$ cat src/rtl/bullet_pool_ctrl.sv
`default_nettype none
// ============================================================================
//  Module   : bullet_pool_ctrl
//  Purpose  : Fixed pool of player-bullet slots. Allocates a slot on fire,
//             steps every live bullet upward once per game tick, retires
//             bullets leaving the top of the screen or reported as hit, and
//             renders the pool onto the pixel stream (registered en/colour).
//  Ports    : clk, rst (async, active-high)
//             tick               one-cycle game-step pulse
//             fire               player fire request (level)
//             p_x, p_y           player position (spawn origin)
//             hit_valid/hit_slot collision report
//             x, y               current pixel coordinate
//             fire_ack/fire_slot spawn pulse and last allocated slot
//             active             per-slot live flags
//             bx_flat, by_flat   slot positions, slot i at [10i+9:10i]
//             bullet_en/rgb      registered pixel enable / colour
//  Options  : BULLET_AUTOFIRE_EN - when defined, holding fire spawns every
//             COOLDOWN ticks; otherwise each rising edge of fire queues one
//             shot.
//  Revision : 1.0 - initial release
// ============================================================================
module bullet_pool_ctrl #(
    parameter int SLOTS    = 4,
    parameter int COOLDOWN = 20,
    parameter int SPEED    = 2,
    parameter int OFF_X    = 23,
    parameter int B_W      = 10,
    parameter int B_H      = 40,
    localparam int SW      = (SLOTS > 1) ? $clog2(SLOTS) : 1
) (
    input  logic                  clk,
    input  logic                  rst,
    input  logic                  tick,
    input  logic                  fire,
    input  logic [9:0]            p_x,
    input  logic [9:0]            p_y,
    input  logic                  hit_valid,
    input  logic [SW-1:0]         hit_slot,
    input  logic [9:0]            x,
    input  logic [9:0]            y,
    output logic                  fire_ack,
    output logic [SW-1:0]         fire_slot,
    output logic [SLOTS-1:0]      active,
    output logic [SLOTS*10-1:0]   bx_flat,
    output logic [SLOTS*10-1:0]   by_flat,
    output logic                  bullet_en,
    output logic [11:0]           bullet_rgb
);

    localparam int CW = $clog2(COOLDOWN + 1);

    typedef enum logic [1:0] {
        IDLE  = 2'd0,
        MOVE  = 2'd1,
        SPAWN = 2'd2
    } state_t;

    state_t          state;
    logic [SW-1:0]   idx;
    logic            tick_pend;
    logic [CW-1:0]   cooldown;
    logic [9:0]      bx [SLOTS];
    logic [9:0]      by [SLOTS];

    logic            free_found;
    logic [SW-1:0]   free_idx;
    logic [CW-1:0]   cd_next;
    logic            fire_cond;
    logic            do_spawn;
    logic            pix_hit;

`ifdef BULLET_AUTOFIRE_EN
    assign fire_cond = fire;
`else
    logic            fire_q;
    logic            fire_pend;
    assign fire_cond = fire_pend;
`endif

    // Lowest-index free slot: scan downward so the lowest index wins.
    always_comb begin
        free_found = 1'b0;
        free_idx   = '0;
        for (int i = SLOTS - 1; i >= 0; i--) begin
            if (!active[i]) begin
                free_found = 1'b1;
                free_idx   = SW'(i);
            end
        end
    end

    // The spawn gate looks at the already-decremented cooldown, so spawns are
    // spaced exactly COOLDOWN ticks apart.
    assign cd_next  = (cooldown == '0) ? '0 : cooldown - 1'b1;
    assign do_spawn = (state == SPAWN) && fire_cond && (cd_next == '0) && free_found;

    always_ff @(posedge clk or posedge rst) begin
        if (rst) begin
            state     <= IDLE;
            idx       <= '0;
            tick_pend <= 1'b0;
            cooldown  <= '0;
            active    <= '0;
            fire_ack  <= 1'b0;
            fire_slot <= '0;
            for (int i = 0; i < SLOTS; i++) begin
                bx[i] <= '0;
                by[i] <= '0;
            end
`ifndef BULLET_AUTOFIRE_EN
            fire_q    <= 1'b0;
            fire_pend <= 1'b0;
`endif
        end else begin
            fire_ack <= 1'b0;

            case (state)
                IDLE: begin
                    if (tick || tick_pend) begin
                        state     <= MOVE;
                        tick_pend <= 1'b0;
                        idx       <= '0;
                    end
                end
                MOVE: begin
                    if (tick) tick_pend <= 1'b1;
                    if (active[idx]) begin
                        if (by[idx] < 10'(SPEED)) begin
                            active[idx] <= 1'b0;
                        end else if (!(hit_valid && hit_slot == idx)) begin
                            // A coincident hit leaves the position untouched.
                            by[idx] <= by[idx] - 10'(SPEED);
                        end
                    end
                    if (idx == SW'(SLOTS - 1)) begin
                        state <= SPAWN;
                        idx   <= '0;
                    end else begin
                        idx <= idx + 1'b1;
                    end
                end
                SPAWN: begin
                    if (tick) tick_pend <= 1'b1;
                    cooldown <= cd_next;
                    state    <= IDLE;
`ifndef BULLET_AUTOFIRE_EN
                    // Full pool: the pending request is dropped, not queued.
                    if (!free_found) fire_pend <= 1'b0;
`endif
                end
                default: state <= IDLE;
            endcase

            // Hits clear in any state; a spawn into the same slot wins.
            if (hit_valid && !(do_spawn && free_idx == hit_slot))
                active[hit_slot] <= 1'b0;

            if (do_spawn) begin
                active[free_idx] <= 1'b1;
                bx[free_idx]     <= p_x + 10'(OFF_X);
                by[free_idx]     <= p_y;
                cooldown         <= CW'(COOLDOWN);
                fire_ack         <= 1'b1;
                fire_slot        <= free_idx;
`ifndef BULLET_AUTOFIRE_EN
                fire_pend        <= 1'b0;
`endif
            end

`ifndef BULLET_AUTOFIRE_EN
            fire_q <= fire;
            if (fire && !fire_q) fire_pend <= 1'b1;
`endif
        end
    end

    generate
        for (genvar g = 0; g < SLOTS; g++) begin : g_flat
            assign bx_flat[g*10 +: 10] = bx[g];
            assign by_flat[g*10 +: 10] = by[g];
        end
    endgenerate

    // Pixel test in 11 bits so a bullet near the right/bottom edge never wraps.
    always_comb begin
        pix_hit = 1'b0;
        for (int i = 0; i < SLOTS; i++) begin
            if (active[i] &&
                ({1'b0, x} >= {1'b0, bx[i]}) && ({1'b0, x} < {1'b0, bx[i]} + 11'(B_W)) &&
                ({1'b0, y} >= {1'b0, by[i]}) && ({1'b0, y} < {1'b0, by[i]} + 11'(B_H)))
                pix_hit = 1'b1;
        end
    end

    always_ff @(posedge clk or posedge rst) begin
        if (rst) begin
            bullet_en  <= 1'b0;
            bullet_rgb <= '0;
        end else begin
            bullet_en  <= pix_hit;
            bullet_rgb <= pix_hit ? 12'hFFF : 12'h000;
        end
    end

endmodule
`default_nettype wire
$ cat config.mk
export PLATFORM = sky130hd
export DESIGN_NAME = bullet_pool_ctrl
export DESIGN_NICKNAME = d
export VERILOG_FILES = /design/src/rtl/bullet_pool_ctrl.sv
export SDC_FILE = /design/constraint.sdc
export NUM_CORES = 1
export LEC_CHECK = 0
export ABC_AREA = 1
export CORE_MARGIN = 2
export CORE_UTILIZATION = 58
export CTS_BUF_LIST = sky130_fd_sc_hd__clkbuf_8
export DETAILED_ROUTE_END_ITERATION = 16
export PLACE_DENSITY_LB_ADDON = 0.3
export SETUP_SLACK_MARGIN = 0.4
export SLEW_MARGIN = 20
export SYNTH_ARGS = -nofsm -noshare
export SYNTH_HDL_FRONTEND = slang
export SYNTH_SLANG_ARGS = --single-unit
$ cat constraint.sdc
create_clock -name clk -period 4.45 [get_ports clk]
set_input_delay 0.6675 -clock clk [delete_from_list [all_inputs] [get_ports clk]]
set_output_delay 0.6675 -clock clk [all_outputs]
set_load 0.01 [all_outputs]
==> summary.txt, run 1 <==
Run status
  – Outcome: completed

Timing
  – Number of failing setup endpoints in the final timing report: 0
  – Slew Limit Fails: 0
  – Worst-Margin Slew: between 1 and 1.5 ns
  – Final TNS setup: 0 ns
  – Min Clock Period, post-route: 3.11 ns
  – RSZ-0062 raised after global routing: false
  – Max_slew headroom: 0.321
  – Worst Skew: between 0.01 and 0.015 ns
  – Fin. Hold Viols: 0
  – Fraction of the cycle the final worst path needs: 0.698
  – Fmax: 322 MHz

Logic synthesis
  – Number of synthesized register bits: 100
  – Post-Synthesis Cell Area: between 10000 and 15000 µm²
  – Post-Synthesis Mean Instance Area: 7.01 µm²
  – Number of library cell types mapped by synthesis: 37
  – Share of Yosys cell area claimed by the top area cell type: 0.244
  – Cell types with the highest counts after synthesis: 479 x sky130_fd_sc_hd__nand2_1, 190 x sky130_fd_sc_hd__inv_1, 164 x sky130_fd_sc_hd__ha_1
  – Post-Synthesis Net Count: 1673
  – Most instantiated library cell after synthesis: sky130_fd_sc_hd__nand2_1
  – Main synth FF type: sky130_fd_sc_hd__dfrtp_1
  – Leading cell types by total area after synthesis: sky130_fd_sc_hd__dfrtp_1 24%, sky130_fd_sc_hd__ha_1 20%, sky130_fd_sc_hd__nand2_1 18%, sky130_fd_sc_hd__inv_1 7.0%, sky130_fd_sc_hd__xor2_1 4.7%
  – Synth Warn #: 0
  – Cell count after synthesis: 1462
  – Dominant cell type by area after synthesis: sky130_fd_sc_hd__dfrtp_1
  – Sequential cell area fraction in the yosys report: 0.244
  – Fraction of synthesis flops using an asynchronous set or reset pin: 1.00
  – Number of flops mapped to enable cells by yosys: 0

Cells and area
  – Diodes inserted: 0
  – Final layout net count: 1798
  – Layout-stage area growth over the synthesis result: 16.7%
  – Share of layout cells above drive strength 1: 0.0383
  – Fillers: 1535
  – Total non-filler cell area in the finished layout: 12000 µm²

Placement
  – Placed cell areas: 11700 µm²
  – I/O Buffers: 146
  – Detailed Place HPWL: roughly 25000 µm
  – Routability-driven placement congestion ratio: 0.949

Clock network
  – Total CTS buffers: 9
  – Clock Latency Late Sink: between 0.3 and 0.4 ns
  – Count of clock tree sinks: 100
  – H-Tree Depth: 3
  – TritonCTS clock tree: done
  – Maximum number of buffers from clock root to sink: 2
  – Number of instances resized during post-cts repair: 0
  – Post-CTS setup-driven buffer insertion count: 0
  – Hold bufs inserted after CTS: 0
  – Root cell of the clock tree: sky130_fd_sc_hd__clkbuf_8
  – Post-CTS clock slew at the launch and capture registers of the worst setup and hold paths: about 0.11 ns

Critical path
  – WS Path Type: register to register
  – Critical Path Fanout Max: 31
  – Crit path arrival time: 3.45 ns
  – Type of element launching the critical path: register
  – Critical Path RT: 4.79 ns
  – Endpoint kind of the worst setup timing path: register

Routing
  – Vias: around 10000
  – WL per Instance: 17.5 µm
  – Via density per instance: 5.57
  – Initial DRC count: 945
  – Drt drc: 0
  – Pre-Repair DR Iteration Count: 8
  – Routed Wire Length: roughly 32000 µm
  – Antenna-violating nets left: 0

Floorplan
  – Core area: 17300 µm²
  – Boundary Pins: 147
  – FP Rows: 48
  – Initial core utilization: 0.593
  – DIE WIDTH: 137 µm
  – Height of the die: between 100 and 150 µm
  – Overall die area: around 19000 µm²

Power and ir drop
  – Max rail drop VDD: 179 µV
  – Cell Pwr Density: 274 nW/µm²
  – Leakage dissipation: approximately 0.0065 µW

Global routing
  – Total congestion overflow after global routing: 0
  – Overall fraction of global-route tracks in use: 0.344
  – Pin count of the biggest net entering global routing: 78
  – Global-route wire length before repair: 49600 µm
  – Initial antenna violation count: 0
  – Number of global-route vias before repair: 9512

Worst hold path
  – Worst min-delay path category: register to register

Job
  – Reported max-cap violation count: 0
## logic make-up (layout without fill, tap and decap cells)
kind of cell	after synthesis	in the layout	synth area share
AND/OR/NAND/NOR	743	743	0.317
buffers and inverters	233	363	0.0991
flip-flops	100	100	0.244
AO/OA/AOI/OAI	161	161	0.0871
adder cells (fa/ha/maj)	164	164	0.200
XOR/XNOR	61	61	0.0521
## path summary, 6_finish.rpt
kind,from,endpoint,slack (ns),cells past startpoint
setup / recovery,idx[0],by_flat[32],1.34,12
hold / removal,fire_q,fire_cond,0.43,1
setup reg to reg,idx[0],by_flat[32],1.34,12
hold reg to reg,fire_q,fire_cond,0.43,1
max in group asynchronous,rst,by_flat[33],2.83,3
min in group asynchronous,rst,fire_ack,0.79,2
## registers in the layout, indices dropped and copies added, names as in the netlist, 2 cells and up
register	cells
active	4
bx_flat	40
by_flat	40
cooldown	5
fire_slot	2
idx	2
state	2
## cell type report
cell class,instances,area [µm²],share of cell area
Clock buffer,10,138,0.0115
Inverter,198,748,0.0625
Timing Repair Buffer,149,1480,0.124
Clock inverter,6,78.8,0.00659
Multi-Input combinational cell,1129,6730,0.563
Sequential cell,100,2500,0.209
Tap cell,225,282,0.0235
## per-stage QoR
step,instances,worst slack (ns),hold WS (ns),power (µW),util
2_1_floorplan,1462,1.16,0.400,2060,-
3_3_place_gp,1801,1.46,0.403,2550,0.679
3_5_place_dp,1801,1.43,0.416,2580,0.679
4_1_cts,1817,1.40,0.432,3260,0.692
5_1_grt,1817,1.02,0.445,3510,0.692
6_report,1817,1.34,0.433,3280,0.692
## report_power, final
group / switching (µW) / internal (µW) / leakage [µW] / total (µW)
Sequential: 156 / 993 / 0.00116 / 1150
Combinational: 887 / 570 / 0.00519 / 1460
Clock: 350 / 328 / 0.000117 / 678
## worst max-delay path: stages, from the launching register on
cell and delay [ns]:
sky130_fd_sc_hd__dfrtp_1 1.03, sky130_fd_sc_hd__inv_2 0.41, sky130_fd_sc_hd__nand2_1 0.14, sky130_fd_sc_hd__nand3_1 0.13, sky130_fd_sc_hd__nand2_1 0.16, sky130_fd_sc_hd__nand2_1 0.08, sky130_fd_sc_hd__nor2_1 0.19, sky130_fd_sc_hd__nand3_4 0.17
sky130_fd_sc_hd__nand3_2 0.27, sky130_fd_sc_hd__inv_2 0.18, sky130_fd_sc_hd__nand2_1 0.13, sky130_fd_sc_hd__nand3_2 0.07, sky130_fd_sc_hd__nand2_1 0.08
## placed cells by master (no fill, tap or decap), types with 55 or more instances in the layout
| cell | instances |
|---|---|
| sky130_fd_sc_hd__o21ai_0 | 71 |
| sky130_fd_sc_hd__dfrtp_1 | 100 |
| sky130_fd_sc_hd__a21oi_1 | 58 |
| sky130_fd_sc_hd__ha_1 | 164 |
| sky130_fd_sc_hd__nor2_1 | 91 |
| sky130_fd_sc_hd__xor2_1 | 55 |
| sky130_fd_sc_hd__nand3_1 | 90 |
| sky130_fd_sc_hd__clkdlybuf4s50_1 | 146 |
| sky130_fd_sc_hd__inv_1 | 190 |
| sky130_fd_sc_hd__nand2_1 | 479 |
## routing by layer
metal | vias up | track usage | routed length [µm]
li1 | 4957 | - | -
met1 | 4620 | 0.439 | 13400
met2 | 440 | 0.572 | 14700
met3 | 97 | 0.0570 | 2380
met4 | 0 | 0.154 | 1410
met5 | - | 0 | 0
(Power assumes the default switching activity.)
==> run 2: changes to the inputs <==
Clock period 4.45 ns to 3 ns, I/O delays scaled along.
==> summary.txt, run 2 (synthesis gave the netlist of run 1 again) <==
Timing
  – Fraction of the cycle the final worst path needs: 0.800
  – Number of failing setup endpoints in the final timing report: 0
  – Slew Limit Fails: 0
  – Final TNS setup: 0 ns
  – RSZ-0062 raised after global routing: false
  – Worst-Margin Slew: 0.656 ns
  – Fin. Hold Viols: 0
  – Fmax: between 400 and 500 MHz
  – Max_slew headroom: 0.562
  – Min Clock Period, post-route: 2.40 ns
  – Worst Skew: 0.00919 ns

Cells and area
  – Final Non-Filler Cells: 1833
  – Final layout net count: 1815
  – Highest-count cells in the layout ignoring fill and taps: 479 x sky130_fd_sc_hd__nand2_1, 190 x sky130_fd_sc_hd__inv_1, 164 x sky130_fd_sc_hd__ha_1
  – Share of layout cells above drive strength 1: 0.0498
  – Leading cell type in the layout, fill and taps excluded: sky130_fd_sc_hd__nand2_1
  – Diodes inserted: 0
  – Layout-stage area growth over the synthesis result: 17.9%

Global routing
  – Overall fraction of global-route tracks in use: 0.342
  – Global-route wire length before repair: 49700 µm
  – Initial antenna violation count: 0
  – Total congestion overflow after global routing: 0
  – Pin count of the biggest net entering global routing: 64
  – Number of global-route vias before repair: 9919

Routing
  – Drt drc: 0
  – Initial DRC count: ~1000
  – Vias: 10282
  – Antenna-violating nets left: 0
  – Routed Wire Length: 31400 µm
  – WL per Instance: 17.1 µm
  – Pre-Repair DR Iteration Count: 8
  – Via density per instance: 5.61

Clock network
  – Total CTS buffers: 9
  – Count of clock tree sinks: 100
  – Number of instances resized during post-cts repair: 0
  – Hold bufs inserted after CTS: 0
  – Root cell of the clock tree: sky130_fd_sc_hd__clkbuf_8
  – Post-CTS clock slew at the launch and capture registers of the worst setup and hold paths: 0.10 ns
  – Post-CTS setup-driven buffer insertion count: 0
  – H-Tree Depth: 3
  – Maximum number of buffers from clock root to sink: 2
  – TritonCTS clock tree: done
  – Clock Latency Late Sink: slightly below 0.4 ns

Placement
  – I/O Buffers: 146
  – Routability-driven placement congestion ratio: about 1
  – Detailed Place HPWL: 24300 µm
  – Cell Count Post-Placement: 1818

Floorplan
  – Overall die area: 18800 µm²
  – Core area: 17300 µm²
  – FP Rows: 48
  – DIE WIDTH: 137 µm
  – Initial core utilization: 0.593
  – Boundary Pins: 147
  – Height of the die: 137 µm

Power and ir drop
  – Leakage dissipation: 0.00654 µW
  – Cell Pwr Density: 391 nW/µm²
  – Max rail drop VDD: 286 µV

Critical path
  – Critical Path RT: approximately 3.3 ns
  – Crit path arrival time: 2.73 ns
  – Endpoint kind of the worst setup timing path: register
  – Worst flop-to-flop path startpoint: bx_flat[11]
  – Critical Path Fanout Max: 6
  – Type of element launching the critical path: register
  – Launch point of the worst path: bx_flat[11]
  – WS Path Type: register to register

Job
  – Reported max-cap violation count: 0

Worst hold path
  – Worst min-delay path category: register to register
  – Startpoint of the tightest hold check path: fire_q

Run status
  – Outcome: completed
## run 2: worst paths after layout
check,slack (ns),end,cells past startpoint
hold reg to reg,0.42,fire_cond,1
min in group asynchronous,0.48,bx_flat[36],2
setup reg to reg,0.60,bullet_rgb[10],12
setup / recovery,0.60,bullet_rgb[10],12
hold / removal,0.42,fire_cond,1
max in group asynchronous,1.74,bx_flat[1],3
## run 2: cell type report
| type | instances | area [µm²] |
|---|---|---|
| multi-input combinational | 1129 | 6740 |
| fill | 1509 | 5200 |
| clock buffer | 13 | 179 |
| sequential | 100 | 2500 |
| timing repair buffer | 166 | 1620 |
| tap | 225 | 282 |
| clock inverter | 2 | 8.76 |
| inverter | 198 | 756 |
## run 2: worst max-delay path, cell delays in order, from the launching register on
cell and delay, ns:
sky130_fd_sc_hd__dfrtp_1 0.46, sky130_fd_sc_hd__ha_1 0.26, sky130_fd_sc_hd__o21ai_0 0.31, sky130_fd_sc_hd__nor2_1 0.08, sky130_fd_sc_hd__nand2_1 0.12, sky130_fd_sc_hd__nor3_1 0.07
sky130_fd_sc_hd__xor2_1 0.14, sky130_fd_sc_hd__ha_1 0.33, sky130_fd_sc_hd__nand4_1 0.12, sky130_fd_sc_hd__nand3_1 0.09, sky130_fd_sc_hd__nor2_1 0.11, sky130_fd_sc_hd__nand3_1 0.14
sky130_fd_sc_hd__nand4_1 0.13
## run 2: per-stage QoR
stage / hold WS, ns / power (µW) / util / setup WS [ns] / cell area (µm²)
3_3_place_gp: 0.402 / 3750 / 0.687 / 0.470 / 11900
4_1_cts: 0.421 / 4680 / 0.698 / 0.419 / 12100
2_1_floorplan: 0.400 / 3060 / - / 0.885 / 10300
6_report: 0.418 / 4730 / 0.699 / 0.599 / 12100
5_1_grt: 0.437 / 5070 / 0.699 / 0.423 / 12100
3_5_place_dp: 0.414 / 3800 / 0.687 / 0.437 / 11900
## run 2: metal layers
| layer | global-route usage | wire length [µm] | vias up |
|---|---|---|---|
| li1 | - | - | 4988 |
| met1 | 0.434 | 12900 | 4666 |
| met2 | 0.545 | 14100 | 517 |
| met3 | 0.0652 | 2610 | 111 |
| met4 | 0.194 | 1780 | 0 |
| met5 | 0 | 0 | - |
## run 2: where the power goes
part	switching (µW)	internal, µW
logic	1300	856
clock network	507	385
registers	209	1470
==> edit 1, RTL diff (flow settings as in run 2) <==
Encoding of `state_t`: now one-hot (3 bits for 3 states).
--- a/src/rtl/bullet_pool_ctrl.sv
+++ b/src/rtl/bullet_pool_ctrl.sv
@@ -50,10 +50,10 @@
 
     localparam int CW = $clog2(COOLDOWN + 1);
 
-    typedef enum logic [1:0] {
-        IDLE  = 2'd0,
-        MOVE  = 2'd1,
-        SPAWN = 2'd2
+    typedef enum logic [2:0] {
+        IDLE  = 3'b001,
+        MOVE  = 3'b010,
+        SPAWN = 3'b100
     } state_t;
 
     state_t          state;
Behaviour: same outputs for any inputs over 10 cycles, from zero or initial values and one cycle with rst high; not proved beyond that.
==> edit 1 against run 2 <==
Final cell count grew 1.6%. Power grew 35%. Critical path depth is the same. Routed wire length grew 3.0%. Synthesized area grew 0.12%. Critical path type unchanged. Setup slack lost 0.032 ns. Count of clock-buffer cells in the layout shrank 4. Sequential cell count grew 1. Critical endpoint unchanged. Cell area shrank 0.11%. Via count grew 3.6%. Synthesized cell count grew 2.3%.
==> edit 1: results (changes against run 2) <==
Setup path
  – Worst path arrival time: 2.77 ns (+0.04 ns)
  – Crit path from: bx_flat[1]
  – R2R setup slack: 0.57 ns (-0.03 ns)

Pwr
  – Internal: 3390 uW (+25%)
  – Comb pwr: 3530 uW (+64%)
  – Seq pwr share: 31.8% (-3.8 points)
  – Lkg Pwr: 0.006687 uW (+2.3%)
  – Maximum VDD drop: 0.4547 mV (+59%)

Global route
  – Met3 Use GR: 6.667% (+0.15 points)
  – Met2 usage: 57.27% (+2.8 points)
  – GR Util met1: 44.44% (+1.0 points)
  – Largest net degree at the start of global routing: 63 (-1.6%)
  – Vias in the first global route: 9865 (-0.54%)
  – First-pass GRT wire length: 50580 um (+1.7%)
  – Total global-route track usage: 35.01% (+0.80 points)

Drt
  – Wirelength, routed: 32350 um (+3.0%)
  – Via-to-Cell Ratio: 5.717 (+1.9%)
  – Met3 wire len: 2944 um (+13%)
  – Initial DRC count: 922 (-9.3%)
  – WL met2: 14930 um (+6.2%)
  – TritonRoute pass-1 iters: 5 (-3)

Hold path
  – Worst min path class: input pin to async pin

Yosys
  – Syn nets: 1703 (+1.8%)
  – Register area share after synthesis: 24.63% (+0.23 points)
  – Distinct cells, synth: 38 (+2.7%)
  – Synth area leaders: dfrtp_1 (24%), ha_1 (20%), nand2_1 (18%)
  – Synth top cells by count: nand2_1 (483), inv_1 (210), ha_1 (160), nand3_1 (106), dfrtp_1 (100)
  – Post-synthesis compound-gate area fraction: 8.118% (-0.60 points)
  – Synth Area in XOR/XNOR: 4.949% (-0.26 points)
  – Syn_area_per_cell: 6.862 sq um (-2.2%)
  – Post-Synth Adder-Cell Area: 19.50% (-0.51 points)

Final layout
  – Final Non-Filler Cells: 1863 (+1.6%)
  – CLK BUF: 9 (-4)
  – Logic inverters: 215 (+8.6%)
  – Footprint of the multi-input gates: 0.006670 sq mm (-1.0%)
  – Fillers: 1507 (-0.13%)
  – Share of post-route cells with drive strength above 1: 4.274% (-0.70 points)
  – Non-CTS buffers: 165 (-0.60%)
  – Reg area: 0.002532 sq mm (+1.1%)
  – Multi-input gates: 1142 (+1.2%)

Place
  – Gpl congestion: 0.9795 (-0.82%)
  – Placed insts: 1848 (+1.7%)
  – HPWL after DPL: 25210 um (+3.8%)

Status
  – Status: complete, no violations

Clock tree
  – # clock sinks: 101 (+1.0%)

STA
  – Rel. slew slack: 54.89% (-1.3 points)
==> edit 1: changes by cell type after synthesis, moves of 5 or more <==
cell     before  now
nand2_2       1    6
nor2_1       91   96
inv_1       190  210
nand4_1      30   42
nand3_2      22    4
o21ai_0      71   63
nand3_1      90  106
==> edit 1: cells by family after synthesis <==
group	Yosys count
AO/OA/AOI/OAI	152
XOR/XNOR	58
adder cells (fa/ha/maj)	160
buffers and inverters	253
flip-flops	101
AND/OR/NAND/NOR	772
==> edit 1: through the flow <==
stage / worst slack [ns] / instance area, sq um / hold slack (ns) / total power, uW
5_1_grt: 0.4003 / 12080 / 0.3237 / 6874
2_1_floorplan: 0.9631 / 10270 / 0.3996 / 4113
6_report: 0.5670 / 12080 / 0.3178 / 6366
3_5_place_dp: 0.4150 / 11910 / 0.4305 / 5481
4_1_cts: 0.5086 / 12070 / 0.3199 / 6305
3_3_place_gp: 0.4745 / 11910 / 0.4167 / 5364
==> edit 2, RTL diff (settings of run 2) <==
Without the edit above. Set the parameter `COOLDOWN` to 10 (it was 20).
--- a/src/rtl/bullet_pool_ctrl.sv
+++ b/src/rtl/bullet_pool_ctrl.sv
@@ -22,7 +22,7 @@
 // ============================================================================
 module bullet_pool_ctrl #(
     parameter int SLOTS    = 4,
-    parameter int COOLDOWN = 20,
+    parameter int COOLDOWN = 10,
     parameter int SPEED    = 2,
     parameter int OFF_X    = 23,
     parameter int B_W      = 10,
Function: no difference found for any inputs over 10 cycles, from zero or initial values and one cycle with rst high; that may be too few to reach the edited logic, so the function may still have changed.
==> edit 2 against run 2 <==
Synthesized cell count decreased by 4.1%. Setup slack lost 0.081 ns. Cell area fell by 2.7%. Sequential cell count down 1. Routed wire length decreased by 3.7%. Synthesized area fell by 2.9%. Non-clock buffer count shrank 6. Critical path type unchanged. Highest routed layer unchanged.
Power is not compared: it rests on default switching activity, and its combinational part moved more than twofold at a synthesized area within 25%.
==> edit 2: results (changes against run 2) <==
Global route
  – Largest net degree at the start of global routing: 38 (-41%)
  – Total global-route track usage: 33.53% (-0.69 points)
  – First-pass GRT wire length: 47550 um (-4.4%)

Drt
  – DR vias: 10.01k (-2.7%)
  – Wirelength, routed: 30230 um (-3.7%)
  – Initial DRC count: 762 (-25%)
  – TritonRoute pass-1 iters: 5 (-3)

Yosys
  – Top FF cell, synth: dfrtp_1
  – Synth top cells by count: nand2_1 (396), inv_1 (176), ha_1 (162), nor2_1 (104), dfrtp_1 (99)
  – Synth area leaders: dfrtp_1 (25%), ha_1 (20%), nand2_1 (15%)
  – Syn_area_per_cell: 7.098 sq um (+1.2%)
  – Post-synthesis compound-gate area fraction: 11.08% (+2.4 points)
  – Syn nets: 1611 (-3.7%)
  – Synth Area in XOR/XNOR: 5.545% (+0.33 points)
  – Post-synthesis mux area share: 0% (unchanged)
  – Post-Synth Adder-Cell Area: 20.37% (+0.36 points)
  – Register area share after synthesis: 24.90% (+0.49 points)

STA
  – Worst-margin pin slew: 0.7626 ns (+0.1064 ns)
  – Max Freq: 403.0 MHz (-3.3%)
  – Clk_skew: 0.01933 ns (+0.01014 ns)

Setup path
  – Crit-path max FO: 5 (-1)
  – Crit path from: by_flat[14]
  – Worst path arrival time: 2.77 ns (+0.04 ns)
  – RR Startpoint: by_flat[14]
  – R2R setup slack: 0.52 ns (-0.08 ns)
  – Delay of the slowest cell on the worst path: 0.48 ns (+0.02 ns)

Place
  – HPWL after DPL: 23750 um (-2.2%)
  – Post-Place Worst Slack: 0.3991 ns (-0.03788 ns)
  – Placed insts: 1744 (-4.1%)
  – Gpl congestion: 1.003 (+1.5%)

Pwr
  – Internal: ~5000 uW

Final layout
  – Share of post-route cells with drive strength above 1: 4.221% (-0.75 points)
  – Final Non-Filler Cells: 1760 (-4.0%)

Status
  – Status: complete, no violations

Hold path
  – Worst min path class: input pin to async pin

Clock tree
  – Skew-Pair Late Insertion Delay: 0.41 ns (+0.02 ns)
  – CTS H-tree lvls: 3 (unchanged)
  – Reg clk slew, reported paths: 0.12 ns (+0.02 ns)
[edit 2: worst register-to-register path, stage by stage, from the launching register on]
cell and delay (ns):
dfrtp_1 0.48, ha_1 0.24, o21ai_0 0.31, nor3_1 0.10, xor2_1 0.16, ha_1 0.33, nand2_1 0.06, nor2_1 0.09
nand3_1 0.09, nand2_1 0.20, nor2_1 0.06, nand3_1 0.14, nand4_1 0.11
[edit 2: per-layer routing]
layer / track usage [%] / vias up / share of wire [%]
met5: 0 / - / 0
met3: 5.480 / 100 / 8.0
met4: 15.51 / 0 / 4.4
met1: 42.85 / 4588 / 40
met2: 55.72 / 483 / 47
li1: - / 4835 / -
[edit 2: cell families after synthesis]
kind of cell | after synthesis
and+or+nand+nor | 661
AOI/OAI and AO/OA | 198
xor gates and xnor gates | 63
buffers and inverters | 219
adders and majority gates | 162
DFF | 99
[edit 2: worst min-delay path by stage]
stage,cells after the start,endpoint,slack [ns],startpoint
after floorplan,2,tick_pend,0.47,tick_pend
after global placement,2,fire_slot[1],0.46,fire_slot[1]
after detailed placement,2,fire_slot[1],0.47,fire_slot[1]
after CTS,2,by_flat[4],0.48,rst
after global routing,2,by_flat[4],0.49,rst
final,2,by_flat[4],0.47,rst
[edit 2: layout make-up]
class / count / area (sq um)
fill: 1420 / 4938
timing repair buffer: 160 / 1579
clock inverter: 7 / 77.57
inverter: 181 / 689.4
tap: 220 / 275.3
clock buffer: 9 / 123.9
multi-input combinational: 1084 / 6538
sequential: 99 / 2480
[edit 2: through the flow]
stage               hold slack [ns]  area [sq um]  util (%)
finish                       0.4708         11760     70.43
global placement             0.4630         11550     69.14
detailed placement           0.4693         11550     69.14
global route                 0.4904         11760     70.43
CTS                          0.4761         11750     70.35
floorplan                    0.4653          9955         -
